<file path="src/rtl/i2c_pkg.sv">
// Shared definitions for the I2C transaction arbiter: APB register map of the
// byte-wide I2C master, FSM state encoding, latched request payload and the
// NBY register encoding.
package i2c_pkg;

  localparam logic [7:0] ADDR_NBY = 8'h00;
  localparam logic [7:0] ADDR_ADR = 8'h04;
  localparam logic [7:0] ADDR_RDR = 8'h08;
  localparam logic [7:0] ADDR_TDR = 8'h0C;
  localparam logic [7:0] ADDR_CFG = 8'h10;

  typedef enum logic [3:0] {
    S_IDLE,
    S_WR_NBY,
    S_WR_ADR,
    S_WR_TDR,
    S_WR_CFG,
    S_WAIT_BUSY,
    S_WAIT_DONE,
    S_RD_RDR,
    S_DONE
  } state_t;

  // Request fields captured at grant time
  typedef struct packed {
    logic        wr;
    logic [6:0]  addr;
    logic [2:0]  nb;
    logic [31:0] wdata;
  } txn_t;

  // Byte counts outside 1..4 are treated as a full word
  function automatic logic [2:0] nb_clamp(input logic [2:0] n);
    return (n == 3'd0 || n > 3'd4) ? 3'd4 : n;
  endfunction

  // NBY value the master expects for a given byte count
  function automatic logic [7:0] nby_enc(input logic [2:0] n);
    if (n == 3'd4) return 8'h04;
    return {5'b0, 1'b0, n[1], (~n[1] | n[0])};
  endfunction

  // States that drive an APB access
  function automatic logic is_apb(input state_t s);
    return (s == S_WR_NBY) || (s == S_WR_ADR) || (s == S_WR_TDR) ||
           (s == S_WR_CFG) || (s == S_RD_RDR);
  endfunction

endpackage

</file>
<file path="src/rtl/rr_arbiter.sv">
// Round-robin arbiter. The scan starts one past the last completed grant.
//  clk, rst  : clock, async active-high reset
//  req       : request vector
//  take      : current pick is accepted (remembered as the active grant)
//  advance   : active grant finished, rotate priority past it
//  gnt_c     : combinational one-hot pick
//  any_c     : at least one request present
module rr_arbiter #(
  parameter int unsigned N_REQ = 4
) (
  input  logic             clk,
  input  logic             rst,
  input  logic [N_REQ-1:0] req,
  input  logic             take,
  input  logic             advance,
  output logic [N_REQ-1:0] gnt_c,
  output logic             any_c
);

  localparam int unsigned IW = $clog2(N_REQ);

  logic [IW-1:0] last;
  logic [IW-1:0] cur;
  logic [IW-1:0] pick;

  function automatic logic [IW-1:0] wrap_idx(input logic [IW-1:0] base, input int unsigned off);
    return IW'((32'(base) + off) % N_REQ);
  endfunction

  // First asserted request after the last grant wins
  always_comb begin
    gnt_c = '0;
    any_c = 1'b0;
    pick  = '0;
    for (int unsigned i = 1; i <= N_REQ; i++) begin
      if (!any_c && req[wrap_idx(last, i)]) begin
        any_c                    = 1'b1;
        gnt_c[wrap_idx(last, i)] = 1'b1;
        pick                     = wrap_idx(last, i);
      end
    end
  end

  // Reset value of last makes client 0 the first in line
  always_ff @(posedge clk or posedge rst) begin
    if (rst) begin
      last <= IW'(N_REQ - 1);
      cur  <= '0;
    end else begin
      if (take)    cur  <= pick;
      if (advance) last <= cur;
    end
  end

endmodule

</file>
<file path="src/rtl/i2c_txn_arbiter.sv">
// Shares one byte-wide APB I2C master among N_REQ clients. A granted request is
// turned into APB register writes (NBY, ADR, TDR bytes, CFG), the bus transfer
// is tracked through i2c_ready_i, RDR is read back for reads, and the result is
// returned with a one-cycle done_o pulse.
//  clk_i, rst_i              : clock, async active-high reset
//  req_i/write_i/dev_addr_i/
//  nbytes_i/wdata_i          : per-client request fields
//  done_o/err_o/rdata_o      : completion pulse, timeout flag, read payload
//  gnt_o                     : one-hot active grant
//  psel_o..pwdata_o,prdata_i : APB master port
//  i2c_ready_i               : I2C master idle
module i2c_txn_arbiter
  import i2c_pkg::*;
#(
  parameter int unsigned N_REQ       = 4,
  parameter int unsigned TIMEOUT_CYC = 4096,
  parameter logic [3:0]  CFG_VAL     = 4'h1
) (
  input  logic                clk_i,
  input  logic                rst_i,
  input  logic [N_REQ-1:0]    req_i,
  input  logic [N_REQ-1:0]    write_i,
  input  logic [7*N_REQ-1:0]  dev_addr_i,
  input  logic [3*N_REQ-1:0]  nbytes_i,
  input  logic [32*N_REQ-1:0] wdata_i,
  output logic [N_REQ-1:0]    done_o,
  output logic                err_o,
  output logic [31:0]         rdata_o,
  output logic [N_REQ-1:0]    gnt_o,
  output logic                psel_o,
  output logic                penable_o,
  output logic                pwrite_o,
  output logic [7:0]          paddr_o,
  output logic [7:0]          pwdata_o,
  input  logic [7:0]          prdata_i,
  input  logic                i2c_ready_i
);

  localparam int unsigned TW = ($clog2(TIMEOUT_CYC) + 1 > 12) ? $clog2(TIMEOUT_CYC) + 1 : 12;

  state_t         state, state_n;
  logic           phase, phase_n;
  logic [1:0]     bcnt, bcnt_n;
  logic [TW-1:0]  tcnt, tcnt_n;
  txn_t           txn, txn_n, pick_txn;
  logic [31:0]    rbuf, rbuf_n;
  logic           to_err;
  logic           psel_n, penable_n, pwrite_n;
  logic [7:0]     paddr_n, pwdata_n;
  logic [N_REQ-1:0] gnt_c;
  logic           any_c;
  logic           take_c;
  logic           tmo_c;
  logic [1:0]     last_b_c;

  assign take_c   = (state == S_IDLE) && any_c;
  assign tmo_c    = (tcnt == TW'(TIMEOUT_CYC - 1));
  assign last_b_c = 2'(txn.nb - 3'd1);
  assign txn_n    = take_c ? pick_txn : txn;

  rr_arbiter #(.N_REQ(N_REQ)) u_arb (
    .clk     (clk_i),
    .rst     (rst_i),
    .req     (req_i),
    .take    (take_c),
    .advance (state == S_DONE),
    .gnt_c   (gnt_c),
    .any_c   (any_c)
  );

  // Fields of the client picked by the arbiter
  always_comb begin
    pick_txn = '0;
    for (int k = 0; k < int'(N_REQ); k++) begin
      if (gnt_c[k]) begin
        pick_txn.wr    = write_i[k];
        pick_txn.addr  = dev_addr_i[7*k +: 7];
        pick_txn.nb    = nb_clamp(nbytes_i[3*k +: 3]);
        pick_txn.wdata = wdata_i[32*k +: 32];
      end
    end
  end

  // Next state, sequencing counters and read capture
  always_comb begin
    state_n = state;
    to_err  = 1'b0;
    rbuf_n  = take_c ? '0 : rbuf;
    case (state)
      S_IDLE:      if (any_c) state_n = S_WR_NBY;
      S_WR_NBY:    if (phase) state_n = S_WR_ADR;
      S_WR_ADR:    if (phase) state_n = txn.wr ? S_WR_TDR : S_WR_CFG;
      S_WR_TDR:    if (phase && bcnt == last_b_c) state_n = S_WR_CFG;
      S_WR_CFG:    if (phase) state_n = S_WAIT_BUSY;
      S_WAIT_BUSY: begin
        if (!i2c_ready_i) state_n = S_WAIT_DONE;
        else if (tmo_c) begin
          state_n = S_DONE;
          to_err  = 1'b1;
        end
      end
      S_WAIT_DONE: begin
        if (i2c_ready_i) state_n = txn.wr ? S_DONE : S_RD_RDR;
        else if (tmo_c) begin
          state_n = S_DONE;
          to_err  = 1'b1;
        end
      end
      S_RD_RDR: begin
        if (phase) begin
          rbuf_n[{bcnt, 3'b000} +: 8] = prdata_i;
          if (bcnt == last_b_c) state_n = S_DONE;
        end
      end
      S_DONE:      state_n = S_IDLE;
      default:     state_n = S_IDLE;
    endcase

    // Counters restart on every state entry; APB states alternate SETUP/ACCESS
    if (state_n != state) begin
      phase_n = 1'b0;
      bcnt_n  = 2'd0;
      tcnt_n  = '0;
    end else begin
      tcnt_n  = tcnt + 1'b1;
      phase_n = is_apb(state) ? ~phase : 1'b0;
      bcnt_n  = (is_apb(state) && phase) ? bcnt + 2'd1 : bcnt;
    end
  end

  // APB values for the cycle being entered, so the port is registered yet aligned
  always_comb begin
    psel_n   = is_apb(state_n);
    pwrite_n = 1'b0;
    paddr_n  = '0;
    pwdata_n = '0;
    case (state_n)
      S_WR_NBY: begin
        pwrite_n = 1'b1;
        paddr_n  = ADDR_NBY;
        pwdata_n = nby_enc(txn_n.nb);
      end
      S_WR_ADR: begin
        pwrite_n = 1'b1;
        paddr_n  = ADDR_ADR;
        pwdata_n = {1'b0, txn_n.addr};
      end
      S_WR_TDR: begin
        pwrite_n = 1'b1;
        paddr_n  = ADDR_TDR + {6'b0, bcnt_n};
        pwdata_n = txn_n.wdata[{bcnt_n, 3'b000} +: 8];
      end
      S_WR_CFG: begin
        pwrite_n = 1'b1;
        paddr_n  = ADDR_CFG;
        pwdata_n = {4'h0, CFG_VAL};
      end
      S_RD_RDR: paddr_n = ADDR_RDR + {6'b0, bcnt_n};
      default: ;
    endcase
    penable_n = psel_n & phase_n;
  end

  always_ff @(posedge clk_i or posedge rst_i) begin
    if (rst_i) begin
      state     <= S_IDLE;
      phase     <= 1'b0;
      bcnt      <= '0;
      tcnt      <= '0;
      txn       <= '0;
      rbuf      <= '0;
      psel_o    <= 1'b0;
      penable_o <= 1'b0;
      pwrite_o  <= 1'b0;
      paddr_o   <= '0;
      pwdata_o  <= '0;
      gnt_o     <= '0;
      done_o    <= '0;
      err_o     <= 1'b0;
      rdata_o   <= '0;
    end else begin
      state     <= state_n;
      phase     <= phase_n;
      bcnt      <= bcnt_n;
      tcnt      <= tcnt_n;
      txn       <= txn_n;
      rbuf      <= rbuf_n;
      psel_o    <= psel_n;
      penable_o <= penable_n;
      pwrite_o  <= pwrite_n;
      paddr_o   <= paddr_n;
      pwdata_o  <= pwdata_n;
      if (take_c)                 gnt_o <= gnt_c;
      else if (state_n == S_DONE) gnt_o <= '0;
      done_o <= (state_n == S_DONE) ? gnt_o : '0;
      if (state_n == S_DONE) begin
        err_o   <= to_err;
        rdata_o <= to_err ? 32'h0 : rbuf_n;
      end
    end
  end

endmodule

</file>
<file path="config.mk">
export PLATFORM = sky130hd
export DESIGN_NAME = i2c_txn_arbiter
export DESIGN_NICKNAME = d
export VERILOG_FILES = /design/src/rtl/i2c_pkg.sv /design/src/rtl/rr_arbiter.sv /design/src/rtl/i2c_txn_arbiter.sv
export SDC_FILE = /design/constraint.sdc
export NUM_CORES = 1
export LEC_CHECK = 0
export CORE_UTILIZATION = 58
export DETAILED_ROUTE_END_ITERATION = 16
export DONT_BUFFER_PORTS = 1
export PLACE_DENSITY = 0.79
export REMOVE_ABC_BUFFERS = 1
export SLEW_MARGIN = 25
export SYNTH_ARGS = -nofsm -noshare
export SYNTH_HDL_FRONTEND = slang
export SYNTH_SLANG_ARGS = --single-unit
</file>
<file path="constraint.sdc">
create_clock -name clk_i -period 3.94 [get_ports clk_i]
set_input_delay 0 -clock clk_i [delete_from_list [all_inputs] [get_ports clk_i]]
set_output_delay 0 -clock clk_i [all_outputs]
set_load 0.03 [all_outputs]
</file>
==> summary.txt <==
Fin Clk Skew: 0.0109 ns
worst slew pin tran: 0.925 ns
clock slew at reported path FFs: 0.07 ns
Rel. slew slack: 0.377
nets@finish: 1,200
clk sinks: 156
EDFF count, synth: 0
Filler Cell Count: 1,024
Pleak: 4.70 nW
Chip Height: 124 um
Area Overhead vs Synth: 22.7%
fin crit share: 0.966
Remaining DRCs: 0
first-pass GRT wire length: 41,100 um
initial antenna violation count: 0
htree depth: 4
commonest non-fill, non-tap cell in the layout: dfrtp_1
fin. max-slew vios: 0
Rows: 44
Clock Latency Late Sink: 0.43 ns
main flop type after synthesis: dfrtp_1
status: finished, final reports clean
area of the mapped netlist: 8630 um^2
kind of critical path: flop to flop
Final Util: 0.728
Routed Antenna Nets: 0
number of global-route vias before repair: 7,925
pre-CTS WS: 0.0900 ns
flip-flop and latch count after synthesis: 156
routed length per placed instance: 23.3 um
Req. time, crit path: 4.30 ns
fin crit period: 3.81 ns
Num CTS Buffers: 17
clock buffer depth: 2
max_cap viols: 0
crit-path cells: inv_1 -> ha_4 -> mux2i_1 -> nor4_2 -> or2_1 -> buf_4 -> a221oi_4 -> buf_6 -> o21ai_0 -> a21o_1 -> a21oi_1 -> dlygate4sd3_1
VDD IR max: 0.000614 V
CP Launch Type: flop
Mean Syn Cell Area: 9.44 um^2
share of cells above drive strength 1: 0.129
Hold Fails Final Rpt: 0
core area: 14,500 um^2
synth warn: 0
Yosys cell types: 76
Die ar.: 15,400 um^2
Setup WS post-layout: 0.132 ns
Chip Width: 124 um
via/cell ratio: 6.88
sequential cell area: 3910 um^2
largest net degree at the start of global routing: 98
Arrival @ worst endpoint: 4.17 ns
IO Pins: 247
Total GRT Usage: 0.356
CP peak stage delay: 0.59 ns
power per cell area: 841 nW/um^2
PortBufs: 0
Root Buffer: clkbuf_16
delay-heaviest family, CP: buffers and inverters
RSZ-0062 raised after global routing: false
starting density of the core: 0.594
hold crit path type: primary input to flop
Total Wirelength: 27,800 um
Max Fclk: 263 MHz
total gr overflow: 0
final setup fails: 0
dpl hpwl: 17,000 um
CP Capture Type: flop
Buf+Inv Stages, Crit Path: 4
commonest cells after routing, fill and taps aside: dfrtp_1 (154), dlygate4sd3_1 (115), a21oi_1 (76), nor2_1 (75), nand2_1 (56)
Max FO, Critical Path: 22
vias post-DR: 8,211
RD Place Congestion: 0.958
Seq/Total Area, Yosys: 0.453
slowest CP cell: dlygate4sd3_1
Gate Count Post-Synth: 914
Iter 0 DRT Violations: 794
CTS tree: done
Pre-antenna DRT Iters: 8
FFs w/ async S/R, synth: 1.00
multi-input logic area: 4340 um^2
==> registers in the layout, indices dropped and copies added (netlist names) <==
signal	count
txn	43
rbuf	32
rdata_o	32
tcnt	13
pwdata_o	8
paddr_o	5
done_o	4
gnt_o	4
state	4
bcnt	2
u_arb.cur	2
u_arb.last	2
err_o	1
penable_o	1
phase	1
psel_o	1
pwrite_o	1
==> layer usage <==
layer  GRT usage  vias up  part of all wire
met5           0        -                 0
met4       0.224        0             0.060
met3      0.0838      160             0.092
met2       0.581      549              0.47
met1       0.424     3962              0.37
li1            -     3540                 -
==> through the flow <==
step	instance area [um^2]	TNS (ns)	cells	hold slack [ns]	power (mW)
floorplan	8280	-164.87	834	0.156	5.17
global placement	8800	0	1045	0.0968	6.41
detailed placement	8800	0	1045	0.105	6.49
CTS	10600	0	1192	0.000742	8.57
global route	10600	0	1192	0.0113	9.32
finish	10600	0	1193	0.0101	8.90
==> worst register-to-register path, stage by stage, from the launching register on <==
cell and delay, ns:
dfstp_2 0.53, inv_1 0.12, ha_4 0.37, mux2i_1 0.30, nor4_2 0.07, or2_1 0.23, buf_4 0.17, a221oi_4 0.37
buf_6 0.29, o21ai_0 0.21, a21o_1 0.22, a21oi_1 0.28, dlygate4sd3_1 0.59
==> power by group <==
part	switching (mW)	internal [mW]	total, mW
logic	2.88	1.92	4.79
clock network	0.740	0.936	1.68
registers	0.437	2.00	2.43
==> area by class of cell <==
type	instances	area share
well taps	184	0.0217
inverters	26	0.00969
repair buffers	142	0.133
multi-input cells	652	0.410
diodes	1	0.000236
clock inverters	13	0.0139
clock buffers	19	0.0428
flip-flops and latches	156	0.369
==> final timing paths <==
check	from	end	slack (ns)	depth (start not counted)
max in group asynchronous	rst_i	rbuf[2]$_DFF_PP0_	2.73	3
hold reg to reg	txn[37]$_DFF_PP0_	txn[37]$_DFF_PP0_	0.49	2
setup reg to reg	u_arb.last[1]$_DFFE_PP1N_	txn[24]$_DFF_PP0_	0.13	12
min in group asynchronous	rst_i	rbuf[3]$_DFF_PP0_	0.25	2
setup / recovery	u_arb.last[1]$_DFFE_PP1N_	txn[24]$_DFF_PP0_	0.13	12
hold / removal	wdata_i[72]	txn[8]$_DFF_PP0_	0.01	3
==> logic make-up after synthesis <==
family	Yosys count	synth area share
other	1	0.000435
AOI/OAI and AO/OA	317	0.263
DFF	156	0.453
adders and majority gates	18	0.0261
xor gates and xnor gates	15	0.0152
and+or+nand+nor	287	0.173
muxes	12	0.0174
buffers and inverters	108	0.0531
==> what timing repair did <==
action | CTS | global route
hold endpoints to repair | 205 | 0
hold buffers | 115 | 0
resized for setup | 0 | 8
endpoints found under the setup margin | 0 | 31
setup buffers | 0 | 0
==> synthesized netlist by cell type (all sizes together), types with 7 or more instances <==
master,instances,area [um^2]
dfrtp,154,3850
a21oi,77,389
nor2,75,282
clkbuf,57,214
o21ai,57,289
nand2,56,210
and3,42,268
a31o,33,289
a22o,32,280
inv,26,97.6
a221oi,25,250
buf,25,146
nor3,22,110
nand3,20,105
ha,18,225
o211ai,15,113
a221o,12,121
nor2b,9,56.3
xnor2,9,78.8
and2,8,52.6
o31ai,8,70.1
a22oi,7,52.6
o31a,7,61.3
or2,7,43.8
No activity file was read; power rests on OpenSTA's default activity.
